<file path="src/rtl/sin_angle_reducer_if.sv">
// Handshake bundle between the angle source, the angle reducer and the Sin core.
// The cos_sel line exists only when SIN_COS_MODE_EN is defined.
interface sin_angle_reducer_if #(
    parameter int W = 16
);
    logic         in_valid;
    logic         in_ready;
    logic [W-1:0] in_deg;
`ifdef SIN_COS_MODE_EN
    logic         cos_sel;
`endif
    logic         out_valid;
    logic         out_ready;
    logic [W-1:0] out_deg;
    logic [1:0]   out_quad;
    logic         out_neg;

    modport master (
        output in_valid,
        input  in_ready,
        output in_deg,
`ifdef SIN_COS_MODE_EN
        output cos_sel,
`endif
        input  out_valid,
        output out_ready,
        input  out_deg,
        input  out_quad,
        input  out_neg
    );

    modport slave (
        input  in_valid,
        output in_ready,
        input  in_deg,
`ifdef SIN_COS_MODE_EN
        input  cos_sel,
`endif
        output out_valid,
        input  out_ready,
        output out_deg,
        output out_quad,
        output out_neg
    );
endinterface

</file>
<file path="src/rtl/sin_angle_reducer.sv">
// Reduces a raw degree angle modulo FULL_DEG and folds it into the first quadrant for the Sin core.
// Optional feature macro: SIN_COS_MODE_EN (adds cos_sel, shifting the angle by a quarter turn).
module sin_angle_reducer #(
    parameter int W        = 16,
    parameter int FULL_DEG = 360,
    parameter int STEPS    = 8
) (
    input  logic               clk,
    input  logic               rst_n,
    sin_angle_reducer_if.slave bus
);
    localparam int KW = (STEPS > 1) ? $clog2(STEPS) : 1;

    localparam logic [W:0] FULL_W1 = (W+1)'(FULL_DEG);
    localparam logic [W:0] QTR_W1  = (W+1)'(FULL_DEG / 4);
    localparam logic [W:0] HALF_W1 = (W+1)'(FULL_DEG / 2);
    localparam logic [W:0] TQTR_W1 = (W+1)'((3 * FULL_DEG) / 4);

    typedef enum logic [1:0] {
        ST_IDLE   = 2'd0,
        ST_REDUCE = 2'd1,
        ST_MAP    = 2'd2,
        ST_DONE   = 2'd3
    } state_t;

    typedef struct packed {
        logic [W-1:0] deg;
        logic [1:0]   quad;
        logic         neg;
    } fold_t;

    // Folds a reduced angle (0..FULL_DEG-1) into quadrant-one magnitude, quadrant and sign.
    function automatic fold_t fold_angle(input logic [W-1:0] rem, input logic cos);
        logic [W:0] r;
        fold_t      f;
        r = {1'b0, rem} + (cos ? QTR_W1 : (W+1)'(0));
        if (r >= FULL_W1) begin
            r = r - FULL_W1;
        end else begin
            r = r;
        end
        if (r < QTR_W1) begin
            f.deg  = W'(r);
            f.quad = 2'd0;
            f.neg  = 1'b0;
        end else if (r < HALF_W1) begin
            f.deg  = W'(HALF_W1 - r);
            f.quad = 2'd1;
            f.neg  = 1'b0;
        end else if (r < TQTR_W1) begin
            f.deg  = W'(r - HALF_W1);
            f.quad = 2'd2;
            f.neg  = 1'b1;
        end else begin
            f.deg  = W'(FULL_W1 - r);
            f.quad = 2'd3;
            f.neg  = 1'b1;
        end
        return f;
    endfunction

    state_t         state_r;
    logic [W-1:0]   rem_r;
    logic [KW-1:0]  k_r;
    logic           cos_r;
    logic           out_valid_r;
    logic [W-1:0]   out_deg_r;
    logic [1:0]     out_quad_r;
    logic           out_neg_r;

    logic [W:0]     shifted_s;
    logic [W-1:0]   rem_step_s;
    fold_t          fold_s;

    // One restoring step against FULL_DEG<<k (kept at W+1 bits so it never wraps), plus the fold.
    always_comb begin
        shifted_s  = FULL_W1 << k_r;
        rem_step_s = rem_r;
        if ({1'b0, rem_r} >= shifted_s) begin
            rem_step_s = W'({1'b0, rem_r} - shifted_s);
        end else begin
            rem_step_s = rem_r;
        end
        fold_s = fold_angle(rem_r, cos_r);
    end

    // Control FSM with registered result outputs.
    always_ff @(posedge clk or negedge rst_n) begin
        if (!rst_n) begin
            state_r     <= ST_IDLE;
            rem_r       <= {W{1'b0}};
            k_r         <= {KW{1'b0}};
            cos_r       <= 1'b0;
            out_valid_r <= 1'b0;
            out_deg_r   <= {W{1'b0}};
            out_quad_r  <= 2'd0;
            out_neg_r   <= 1'b0;
        end else begin
            case (state_r)
                ST_IDLE: begin
                    if (bus.in_valid) begin
                        rem_r   <= bus.in_deg;
                        k_r     <= KW'(STEPS - 1);
`ifdef SIN_COS_MODE_EN
                        cos_r   <= bus.cos_sel;
`else
                        cos_r   <= 1'b0;
`endif
                        state_r <= ST_REDUCE;
                    end
                end
                ST_REDUCE: begin
                    rem_r <= rem_step_s;
                    if (k_r == {KW{1'b0}}) begin
                        state_r <= ST_MAP;
                    end else begin
                        k_r <= k_r - KW'(1);
                    end
                end
                ST_MAP: begin
                    out_deg_r   <= fold_s.deg;
                    out_quad_r  <= fold_s.quad;
                    out_neg_r   <= fold_s.neg;
                    out_valid_r <= 1'b1;
                    state_r     <= ST_DONE;
                end
                ST_DONE: begin
                    if (bus.out_ready) begin
                        out_valid_r <= 1'b0;
                        state_r     <= ST_IDLE;
                    end
                end
                default: begin
                    out_valid_r <= 1'b0;
                    state_r     <= ST_IDLE;
                end
            endcase
        end
    end

    assign bus.in_ready  = (state_r == ST_IDLE);
    assign bus.out_valid = out_valid_r;
    assign bus.out_deg   = out_deg_r;
    assign bus.out_quad  = out_quad_r;
    assign bus.out_neg   = out_neg_r;
endmodule

</file>
<file path="src/flat_wrapper.sv">
// flat-port wrapper written by rule: the top's interface ports become plain ports
module sin_angle_reducer_flat 
#(
    parameter int W        = 16,
    parameter int FULL_DEG = 360,
    parameter int STEPS    = 8
)
  (clk, rst_n, bus_in_valid, bus_in_ready, bus_in_deg, bus_out_valid, bus_out_ready, bus_out_deg, bus_out_quad, bus_out_neg);
  sin_angle_reducer_if #(.W(W)) bus_i ();
  input  logic clk;
  input  logic rst_n;
  input wire logic [$bits(bus_i.in_valid)-1:0] bus_in_valid;
  output wire logic [$bits(bus_i.in_ready)-1:0] bus_in_ready;
  input wire logic [$bits(bus_i.in_deg)-1:0] bus_in_deg;
  output wire logic [$bits(bus_i.out_valid)-1:0] bus_out_valid;
  input wire logic [$bits(bus_i.out_ready)-1:0] bus_out_ready;
  output wire logic [$bits(bus_i.out_deg)-1:0] bus_out_deg;
  output wire logic [$bits(bus_i.out_quad)-1:0] bus_out_quad;
  output wire logic [$bits(bus_i.out_neg)-1:0] bus_out_neg;
  assign bus_i.in_valid = bus_in_valid;
  assign bus_in_ready = bus_i.in_ready;
  assign bus_i.in_deg = bus_in_deg;
  assign bus_out_valid = bus_i.out_valid;
  assign bus_i.out_ready = bus_out_ready;
  assign bus_out_deg = bus_i.out_deg;
  assign bus_out_quad = bus_i.out_quad;
  assign bus_out_neg = bus_i.out_neg;
  sin_angle_reducer #(.W(W), .FULL_DEG(FULL_DEG), .STEPS(STEPS)) u_core (.clk(clk), .rst_n(rst_n), .bus(bus_i));
endmodule
</file>
<file path="config.mk">
export PLATFORM = sky130hd
export DESIGN_NAME = sin_angle_reducer_flat
export DESIGN_NICKNAME = d
export VERILOG_FILES = /design/src/rtl/sin_angle_reducer_if.sv /design/src/rtl/sin_angle_reducer.sv /design/src/flat_wrapper.sv
export SDC_FILE = /design/constraint.sdc
export NUM_CORES = 1
export LEC_CHECK = 0
export CAP_MARGIN = 20
export CORE_ASPECT_RATIO = 1.1
export CORE_MARGIN = 1
export CORE_UTILIZATION = 65
export CTS_CLUSTER_SIZE = 25
export DETAILED_ROUTE_END_ITERATION = 7
export DONT_BUFFER_PORTS = 1
export PLACE_DENSITY = 0.92
export SLEW_MARGIN = 20
export SYNTH_ARGS = -nofsm -noshare
export SYNTH_HDL_FRONTEND = slang
export SYNTH_SLANG_ARGS = --single-unit
</file>
<file path="constraint.sdc">
create_clock -name clk -period 5.1 [get_ports clk]
set_input_delay 1.53 -clock clk [delete_from_list [all_inputs] [get_ports clk]]
set_output_delay 1.53 -clock clk [all_outputs]
set_load 0.005 [all_outputs]
</file>
==> flow_metrics.py <==
metrics = {
    "drt": {
        "wl_per_cell_um": 16.7,
        "vias_per_cell": 6.50,
        "drc": 0,
        "wl_met2_mm": 4.15,
        "drt_iter0_drc": 265,
        "via_count": 3288,
        "wl_met3_um": 401,
        "drtPass1Iterations": 5,
        "wirelength_mm": 8.45,
        "drt-met1-wl_mm": 3.77,
        "top_layer_used": "met4",
        "ant_nets": 0,
    },
    "timing": {
        "maxSlewHeadroom_pct": 46.7,
        "final_max_slew_viol_count": 0,
        "period_share_pct": 79.9,
        "period_needed_ns": 4.08,
        "tightest_slew_ns": 0.789,
        "rsz0062_at_grt": "no",
        "fmax_ghz": 0.245,
        "setup_viol": 0,
        "setup_tns_ns": 0,
        "hold_violations": 0,
        "fin_worst_skew_ns": 0.00726,
    },
    "yosys": {
        "syn_nets": 494,
        "synth_cell_types": 74,
        "synth.area.top_cells": "dfrtp_1, ha_1, mux2_2",
        "ys_seq_area_share_pct": 26.2,
        "synth_edf_count": 0,
        "synth_seq_cells": 40,
        "avgSynthCellArea_um2": 8.56,
        "yosysTopAreaCell": "dfrtp_1",
        "ys_async_sr_fraction_pct": 100,
        "yosys_warnings": 0,
        "yosys.area.top_type_share_pct": 26.2,
        "synthCells": 446,
        "synth_flop_cell": "dfrtp_1",
        "syn_area_mm2": 0.00382,
    },
    "finish": {
        "fin_nets": 479,
        "antenna_cells": 0,
        "syn2layout_area_growth_pct": 2.36,
        "drive_above_1_share_pct": 11.8,
        "fillers": 456,
        "final_cell_mix": "dfrtp_1, nor2_1, a21oi_1, ha_1, mux2_2",
        "mostFrequentLayoutCell": "dfrtp_1",
    },
    "hold_path": {
        "hold_start": "u_core.bus.out_deg[9]",
        "holdPathStages": 1,
        "min_to": "u_core.bus.out_deg[9]",
        "min_path_type": "flip-flop to flip-flop",
    },
    "placement": {
        "hpwl_mm": 6.26,
        "numPortBuffers": 0,
        "gp_congestion": 0.943,
    },
    "clocking": {
        "root_buffer": "clkbuf_8",
        "htree_levels": 2,
        "cts_buffers": 5,
        "cts_tree": "built",
        "cts_setup_buffers": 0,
        "clock_path_buffers": 2,
        "clk_latency_ns": 0.30,
        "cts.repair.resized": 0,
        "hold_buffers": 0,
        "path_clk_slew_ns": 0.08,
        "cts_sinks": 40,
    },
    "outcome": {
        "status": "complete, no violations",
    },
    "setup_path": {
        "crit_fanout": 8,
        "crit_required_ns": 5.29,
        "timing.rr.end": "u_core.rem_r[14]",
        "worstPathArrival_ns": 4.26,
        "cp-start-kind": "flip-flop",
        "r2r_slack_ns": 1.02,
        "rr_startpoint": "u_core.k_r[0]",
        "r2r_cells": 14,
        "worst_setup_path_end_kind": "flip-flop",
        "crit_type": "flip-flop to flip-flop",
    },
    "floorplan": {
        "initial_core_util_pct": 69.4,
        "core-area_mm2": 0.00550,
        "ioPinCount": 41,
        "rows": 28,
        "fp.dieH_um": 82.4,
        "die_x_um": 75.1,
        "die_area_mm2": 0.00618,
    },
    "global_routing": {
        "grt_first_pass_wirelength_mm": 14.1,
        "grt_pass1_vias": 3141,
        "grt_overflow": 0,
        "grt_usage_pct": 29.1,
        "grt_max_degree": 41,
        "antenna_found_initial": 0,
    },
    "flow_run": {
        "max_cap_violations": 0,
    },
}
-- through the flow --
step / worst slack [ns] / util (%) / cells / instance area [µm²] / hold slack [ns]
floorplan: 1.43 / - / 446 / 3820 / 0.503
global placement: 1.28 / 69.3 / 499 / 3810 / 0.526
detailed placement: 1.08 / 69.3 / 499 / 3810 / 0.530
CTS: 1.05 / 71.0 / 506 / 3910 / 0.547
global route: 0.760 / 71.0 / 506 / 3910 / 0.562
finish: 1.02 / 71.0 / 506 / 3910 / 0.542
-- sequential cells by signal (all words and copies together) (netlist names) --
signal	cells
u_core.bus.out_quad	1
u_core.bus.out_valid	1
u_core.k_r	3
u_core.bus.out_deg	16
u_core.bus.out_neg	1
u_core.state_r	2
u_core.rem_r	16
-- worst max path at each step --
stage / start / endpoint / slack [ns] / cells past startpoint
6_report: u_core.k_r[0] / u_core.rem_r[14] / 1.02 / 14
5_1_grt: u_core.k_r[0] / u_core.rem_r[14] / 0.76 / 14
4_1_cts: u_core.k_r[0] / u_core.rem_r[14] / 1.05 / 14
3_5_place_dp: u_core.k_r[0] / u_core.rem_r[14] / 1.08 / 14
3_3_place_gp: u_core.k_r[0] / u_core.rem_r[14] / 1.28 / 14
2_1_floorplan: u_core.k_r[2] / u_core.rem_r[14] / 1.43 / 14
-- cell type report --
type                            instances  area (µm²)  area share [%]
Clock buffer                            7        96.3            2.47
Inverter                               25        93.8            2.40
Multi-Input combinational cell        357        2610            66.7
Sequential cell                        40        1000            25.6
Tap cell                               75        93.8            2.40
Timing Repair Buffer                    2        15.0           0.384
-- critical path: stages, from the launching register on --
cell,delay [ns]
dfrtp_1,0.49
inv_1,0.13
ha_1,0.24
ha_1,0.19
inv_2,0.11
ha_1,0.28
o21a_1,0.21
o21a_1,0.20
o21a_1,0.23
o31a_1,0.30
o41ai_1,0.66
o21ai_0,0.21
xor2_1,0.18
mux2_2,0.28
mux2_2,0.26
-- per-layer routing --
layer | vias up | GRT usage [%]
met3 | 15 | 4.37
met4 | 0 | 9.62
met1 | 1559 | 37.7
met5 | - | 0
met2 | 111 | 49.2
li1 | 1603 | -
-- synthesized netlist by cell type (4+ instances only) --
cell type   n
a21o_1     10
inv_1      23
nand3_1    14
o21ai_0    23
clkbuf_1   14
nor3_1     21
nand2b_1    8
dfrtp_1    40
nor2_1     36
xor2_1     11
a21oi_1    28
nand2_1    23
xnor2_1    16
nor2b_1     7
buf_2       5
o211ai_1    7
nand4_1     5
a22oi_1     4
mux2i_1     9
a31oi_1     7
mux2_2     24
o22ai_1     5
o21a_1      7
ha_1       28
-- cells by family (layout without fill, tap and decap cells) --
| family | Yosys count | count (layout) | share of synthesized area [%] |
|---|---|---|---|
| compound gates | 128 | 128 | 23.1 |
| mux | 35 | 35 | 10.2 |
| fa+ha+maj | 28 | 28 | 9.18 |
| xor+xnor | 27 | 27 | 6.20 |
| simple gates | 139 | 139 | 19.5 |
| flops | 40 | 40 | 26.2 |
| buf+inv | 49 | 34 | 5.48 |
Power is not shown: default switching activity piles up to over one toggle a cycle in this logic, so the estimate is an artifact.
